--- src/rtl/conv_pkg.sv ---
// Shared types and geometry helpers for the convolution window address generator.
package conv_pkg;

  typedef enum logic [1:0] {IDLE, LOAD, STEP, FIN} state_e;

  function automatic int max2(input int a, input int b);
    return (a > b) ? a : b;
  endfunction

  // Centre offset of window (0,0): padded scans centre on pixel 0, unpadded on pixel H.
  function automatic int calc_off(input int k, input bit pad);
    return pad ? 0 : (k - 1) / 2;
  endfunction

  function automatic int calc_out(input int img, input int k, input int s, input bit pad);
    return pad ? (img + s - 1) / s : (img - k) / s + 1;
  endfunction

endpackage

--- src/rtl/window_pos_counter.sv ---
// Raster scan of the (r,c) output position; c is the fast index.
module window_pos_counter #(
  parameter int OUT_W = 26,
  parameter int OUT_H = 26,
  parameter int RW    = 5
) (
  input  logic          clk,
  input  logic          rst,
  input  logic          clr,
  input  logic          adv,
  output logic [RW-1:0] r,
  output logic [RW-1:0] c,
  output logic          last_c,
  output logic          last_r
);

  logic [RW-1:0] r_q, r_d, c_q, c_d;

  assign last_c = (c_q == RW'(OUT_W - 1));
  assign last_r = (r_q == RW'(OUT_H - 1));
  assign r      = r_q;
  assign c      = c_q;

  always_comb begin
    r_d = r_q;
    c_d = c_q;
    if (clr) begin
      r_d = '0;
      c_d = '0;
    end else if (adv) begin
      if (last_c) begin
        c_d = '0;
        if (!last_r) r_d = r_q + RW'(1);
      end else begin
        c_d = c_q + RW'(1);
      end
    end
  end

  always_ff @(posedge clk or negedge rst) begin
    if (!rst) begin
      r_q <= '0;
      c_q <= '0;
    end else begin
      r_q <= r_d;
      c_q <= c_d;
    end
  end

endmodule

--- src/rtl/conv_window_addr_gen.sv ---
// KxK convolution window pixel-address generator, column-major beats with valid/ready.
// Define CONV_ZERO_PAD_EN for a same-size padded scan; otherwise windows stay inside the image.
module conv_window_addr_gen
  import conv_pkg::*;
#(
  parameter int IMG_W  = 28,
  parameter int IMG_H  = 28,
  parameter int K      = 3,
  parameter int STRIDE = 1,
  parameter int ADDR_W = 10
) (
  input  logic              clk,
  input  logic              rst,
  input  logic              start,
  output logic              busy,
  output logic              done,
  output logic              addr_valid,
  input  logic              addr_ready,
  output logic [ADDR_W-1:0] addr,
  output logic              addr_pad,
  output logic              win_first,
  output logic              win_last,
  output logic              win_full
);

`ifdef CONV_ZERO_PAD_EN
  localparam bit PAD_EN = 1'b1;
`else
  localparam bit PAD_EN = 1'b0;
`endif

  localparam int H     = (K - 1) / 2;
  localparam int OFF   = calc_off(K, PAD_EN);
  localparam int OUT_W = calc_out(IMG_W, K, STRIDE, PAD_EN);
  localparam int OUT_H = calc_out(IMG_H, K, STRIDE, PAD_EN);
  localparam int NS    = (STRIDE < K) ? STRIDE : K;
  localparam int CW    = $clog2(max2(IMG_W, IMG_H) + K) + 2;
  localparam int RW    = $clog2(max2(OUT_W, OUT_H) + 1);
  localparam int KW    = $clog2(K);

  state_e        state_q, state_d;
  logic [KW-1:0] kr_q, kr_d, kc_q, kc_d;
  logic          busy_q, busy_d, done_q, done_d;
  logic          clr, adv, last_c, last_r;
  logic [RW-1:0] r, c;

  window_pos_counter #(.OUT_W(OUT_W), .OUT_H(OUT_H), .RW(RW)) u_pos (
    .clk(clk), .rst(rst), .clr(clr), .adv(adv),
    .r(r), .c(c), .last_c(last_c), .last_r(last_r)
  );

  logic fire, beat_last;
  logic [KW-1:0] kc_start;

  assign addr_valid = (state_q == LOAD) || (state_q == STEP);
  assign fire       = addr_valid && addr_ready;
  assign beat_last  = (kr_q == KW'(K - 1)) && (kc_q == KW'(K - 1));
  // Incremental windows only fetch the columns that slid into view.
  assign kc_start   = (state_q == LOAD) ? '0 : KW'(K - NS);

  always_comb begin
    state_d = state_q;
    kr_d    = kr_q;
    kc_d    = kc_q;
    busy_d  = busy_q;
    done_d  = 1'b0;
    clr     = 1'b0;
    adv     = 1'b0;
    case (state_q)
      IDLE: if (start) begin
        state_d = LOAD;
        kr_d    = '0;
        kc_d    = '0;
        busy_d  = 1'b1;
        clr     = 1'b1;
      end
      LOAD, STEP: if (fire) begin
        if (!beat_last) begin
          if (kr_q == KW'(K - 1)) begin
            kr_d = '0;
            kc_d = kc_q + KW'(1);
          end else begin
            kr_d = kr_q + KW'(1);
          end
        end else begin
          kr_d = '0;
          if (!last_c) begin
            state_d = STEP;
            kc_d    = KW'(K - NS);
            adv     = 1'b1;
          end else if (!last_r) begin
            state_d = LOAD;
            kc_d    = '0;
            adv     = 1'b1;
          end else begin
            state_d = FIN;
            kc_d    = '0;
            busy_d  = 1'b0;
            done_d  = 1'b1;
            clr     = 1'b1;
          end
        end
      end
      FIN:     state_d = IDLE;
      default: state_d = IDLE;
    endcase
  end

  always_ff @(posedge clk or negedge rst) begin
    if (!rst) begin
      state_q <= IDLE;
      kr_q    <= '0;
      kc_q    <= '0;
      busy_q  <= 1'b0;
      done_q  <= 1'b0;
    end else begin
      state_q <= state_d;
      kr_q    <= kr_d;
      kc_q    <= kc_d;
      busy_q  <= busy_d;
      done_q  <= done_d;
    end
  end

  logic signed [CW-1:0] row_s, col_s;
  logic                 oob;
  logic [ADDR_W-1:0]    lin;

  always_comb begin
    row_s = $signed(CW'(r)) * $signed(CW'(STRIDE)) + $signed(CW'(OFF - H)) + $signed(CW'(kr_q));
    col_s = $signed(CW'(c)) * $signed(CW'(STRIDE)) + $signed(CW'(OFF - H)) + $signed(CW'(kc_q));
    lin   = ADDR_W'($unsigned(row_s)) * ADDR_W'(IMG_W) + ADDR_W'($unsigned(col_s));
  end

`ifdef CONV_ZERO_PAD_EN
  assign oob = row_s[CW-1] || (row_s >= $signed(CW'(IMG_H))) ||
               col_s[CW-1] || (col_s >= $signed(CW'(IMG_W)));
`else
  assign oob = 1'b0;
`endif

  assign addr      = (addr_valid && !oob) ? lin : '0;
  assign addr_pad  = addr_valid && oob;
  assign win_first = addr_valid && (kr_q == '0) && (kc_q == kc_start);
  assign win_last  = addr_valid && beat_last;
  assign win_full  = (state_q == LOAD);
  assign busy      = busy_q;
  assign done      = done_q;

endmodule

--- config.mk ---
export PLATFORM = sky130hd
export DESIGN_NAME = conv_window_addr_gen
export DESIGN_NICKNAME = d
export VERILOG_FILES = /design/src/rtl/conv_pkg.sv /design/src/rtl/window_pos_counter.sv /design/src/rtl/conv_window_addr_gen.sv
export SDC_FILE = /design/constraint.sdc
export NUM_CORES = 1
export LEC_CHECK = 0
export ABC_AREA = 1
export CAP_MARGIN = 15
export CORE_MARGIN = 8
export CORE_UTILIZATION = 45
export CTS_BUF_LIST = sky130_fd_sc_hd__clkbuf_2
export DETAILED_ROUTE_END_ITERATION = 6
export PLACE_DENSITY = 0.7
export SYNTH_ARGS = -nofsm -noshare
export SYNTH_HDL_FRONTEND = slang
export SYNTH_SLANG_ARGS = --single-unit
--- constraint.sdc ---
create_clock -name clk -period 10.53 [get_ports clk]
set_input_delay 2.106 -clock clk [delete_from_list [all_inputs] [get_ports clk]]
set_output_delay 2.106 -clock clk [all_outputs]
set_load 0.05 [all_outputs]
==> metrics.md <==
| Metric | Value |
|---|---|
| CP max stage cell | `clkdlybuf4s50_1` |
| Grt ovf | `0` |
| Hold Path Origin | `busy$_DFFE_PN0P_` |
| Crit path DAT | `4.54 ns` |
| Setup Skew | `0.00221 ns` |
| Drt wl/cell | `11.7 microns` |
| Worst min path class | `reg2reg` |
| Reg2reg start | `state_q[0]$_DFFE_PN0P_` |
| GRT Total Usage | `11.5%` |
| Dpl cells | `339` |
| Synth top area cells | `dfrtp_1 22%, ha_1 17%, nand2_1 11%` |
| Initial antenna violation count | `0` |
| Worst-Margin Slew | `0.865 ns` |
| Die Width | `82.9 microns` |
| Sw Ratio | `56.3%` |
| Drt via density | `5.02` |
| CP bufs+invs | `2` |
| Final WL | `4.03 mm` |
| DRC viols | `0` |
| Ys async rst share | `100%` |
| Standard-cell rows | `24` |
| Most frequent cell after synthesis | `nand2_1` |
| Setup-failing EPs final | `0` |
| Hold path depth | `2` |
| Nets | `327` |
| Detailed placement HPWL | `3.19 mm` |
| Max Slew Vio Count | `0` |
| Hold_buf cts | `0` |
| CP required | `8.42 ns` |
| CP most frequent cell | `fa_1` |
| Unrepaired setup endpoints after global routing | `no` |
| Non-Filler Instances | `343` |
| Mapped Cells | `272` |
| Final Hold Vio Count | `0` |
| Syn-to-layout area delta | `11.9%` |
| Root Buffer | `clkbuf_2` |
| Kind of critical path | `reg2out` |
| Ant. Diodes | `0` |
| #FFs+latches synth | `18` |
| Rel. slew slack | `42.2%` |
| CTS tree | `done` |
| LEAKAGE | `0.00127 uW` |
| Post-synth top area share | `22.4%` |
| Vias in the first global route | `1671` |
| R2R depth | `8` |
| Clock tree buffer depth | `2` |
| Pint | `175 uW` |
| Antenna viol nets, final | `0` |
| Count of different cell masters after synthesis | `35` |
| Initial DRC count | `54` |
| Most frequent cells after synthesis | `59 x nand2_1, 39 x inv_1, 30 x nand3_1` |
| IO Pins | `21` |
| Total Die Area | `6870 sq um` |
| Max stage delay on crit path | `0.80 ns` |
| Initial core utilization | `46.5%` |
| TNS Setup | `0 ns` |
| Tmin final | `6.65 ns` |
| Top_reg_cell synth | `dfrtp_1` |
| Combinational Power Share | `69.2%` |
| Area leader, netlist | `dfrtp_1` |
| Syn avg cell area | `7.40 sq um` |
| Net switching power | `226 uW` |
| Via count | `1723` |
| DR pass1 iterations | `4` |
| Max frequency | `150 MHz` |
| Critical Path Sink Type | `primary output` |
| Core area | `4320 sq um` |
| Power per cell area | `178 nW/um^2` |
| Worst Setup Start Kind | `flop` |
| R2R setup slack | `8.33 ns` |
| Setup Fix Bufs, Post-CTS | `0` |
| Final period util | `63.2%` |
| Worst-path clk slew | `0.18 ns` |
| Cells along the critical path | `ha_1 > fa_1 > xor2_1 > fa_1 > ha_1 > fa_1 > inv_1 > nor2_1 > nand3_1 > nand2_1 > a21oi_1 > nor2_1 > clkdlybuf4s50_1` |
| Post-synth EDFFs | `0` |
| TritonCTS buffer count | `3` |
| Outcome | `complete, no violations` |
| Layout cells sized above 1 | `8.25%` |
| Crit Path Max Fanout | `5` |
| Clock group share of total power | `7.6%` |
| RePlAce Congestion | `0.807` |
| Post-cts gate resize count | `0` |
| Worst reg2reg path endpoint | `kc_q[1]$_DFFE_PN0P_` |
| Clk sinks | `18` |
| Syn_nets | `307` |
| Die H | `82.9 microns` |
| Port bufs | `19` |
| Worst Hold End | `busy$_DFFE_PN0P_` |
| Post-Syn Area | `2010 sq um` |
| Flop pwr share | `23.2%` |
| Max-cap viol count | `0` |
| Worst skew pair latency | `0.30 ns` |
| Post-synthesis sequential area ratio | `22.4%` |
| First-pass GRT wire length | `7.14 mm` |
| VDD IR max | `0.000185 V` |
| CP top delay family | `adder cells` |
| H-tree levels | `1` |
| Largest net degree at the start of global routing | `19` |
| Synth Warn # | `0` |
[stage by stage]
step	hold WS (ns)	utilization (%)	power, uW	setup slack, ns	cell area, sq um
final	0.561	52.1	401	3.88	2250
after global routing	0.562	52.1	435	3.52	2250
after CTS	0.548	52.1	405	3.84	2250
after detailed placement	0.494	51.6	372	4.21	2230
after global placement	0.500	51.6	370	4.32	2230
after floorplan	0.502	-	300	4.68	2010
[layout make-up]
class / instances / area, sq um
Clock buffer: 3 / 15.0
Clock inverter: 1 / 3.75
Fill cell: 447 / 2070
Inverter: 43 / 161
Multi-Input combinational cell: 207 / 1370
Sequential cell: 18 / 450
Tap cell: 52 / 65.1
Timing Repair Buffer: 19 / 190
[power groups by stage]
stage	Clock, uW	Combinational, uW	Sequential (uW)
2_1_floorplan	0	209	91.0
3_3_place_gp	0	276	94.1
3_5_place_dp	0	277	94.5
4_1_cts	32.6	279	93.1
5_1_grt	34.5	305	94.9
6_report	30.5	278	93.1
[kinds of logic (layout without fill, tap and decap cells)]
kind of cell,Yosys count,after routing,synth area share (%)
buffers and inverters,47,66,9.70
adder cells (fa/ha/maj),31,31,20.8
flip-flops,18,18,22.4
other,1,1,0.186
XOR/XNOR,13,13,6.03
AO/OA/AOI/OAI,34,34,10.0
AND/OR/NAND/NOR,128,128,30.9
[placed cells by master (no fill, tap or decap), types with 2 or more instances in the layout]
master,n
nor2_1,18
nor2_2,3
ha_1,27
nand3b_1,2
xnor2_1,3
nand4_1,2
clkdlybuf4s50_1,19
o21ai_1,3
nand2_1,59
a21o_1,3
xor2_1,9
nand3_1,30
o21ai_0,11
inv_2,4
clkbuf_2,3
nor3_1,3
inv_1,39
dfrtp_1,18
a21oi_1,11
fa_1,4
nand3_2,3
nor2_8,2
nand2_2,3
[flip-flops by register name, summed over array words and instances, names as in the netlist]
register  flops
busy          1
kr_q          2
done          1
u_pos.c       5
state_q       2
u_pos.r       5
kc_q          2
[layer usage]
metal / wire (microns) / global-route usage, %
met5: 0 / 0
met4: 44 / 3.35
met3: 129 / 1.66
met2: 1820 / 19.4
met1: 2030 / 14.8
[worst max-delay path by stage]
stage | start | end | slack (ns) | depth (start not counted)
after floorplan | u_pos.r[0]$_DFFE_PN0P_ | addr[9] | 4.68 | 12
after global placement | u_pos.r[0]$_DFFE_PN0P_ | addr[9] | 4.32 | 13
after detailed placement | u_pos.r[0]$_DFFE_PN0P_ | addr[9] | 4.21 | 13
after CTS | u_pos.r[0]$_DFFE_PN0P_ | addr[9] | 3.84 | 13
after global routing | u_pos.r[0]$_DFFE_PN0P_ | addr[9] | 3.52 | 14
final | u_pos.r[0]$_DFFE_PN0P_ | addr[9] | 3.88 | 13
[worst min-delay path: cells and delay by family, from the launching register on]
kind	cells	cell delay [ns]
DFF	1	0.38
AOI/OAI and AO/OA	2	0.15
No activity file was read; power rests on OpenSTA's default activity.
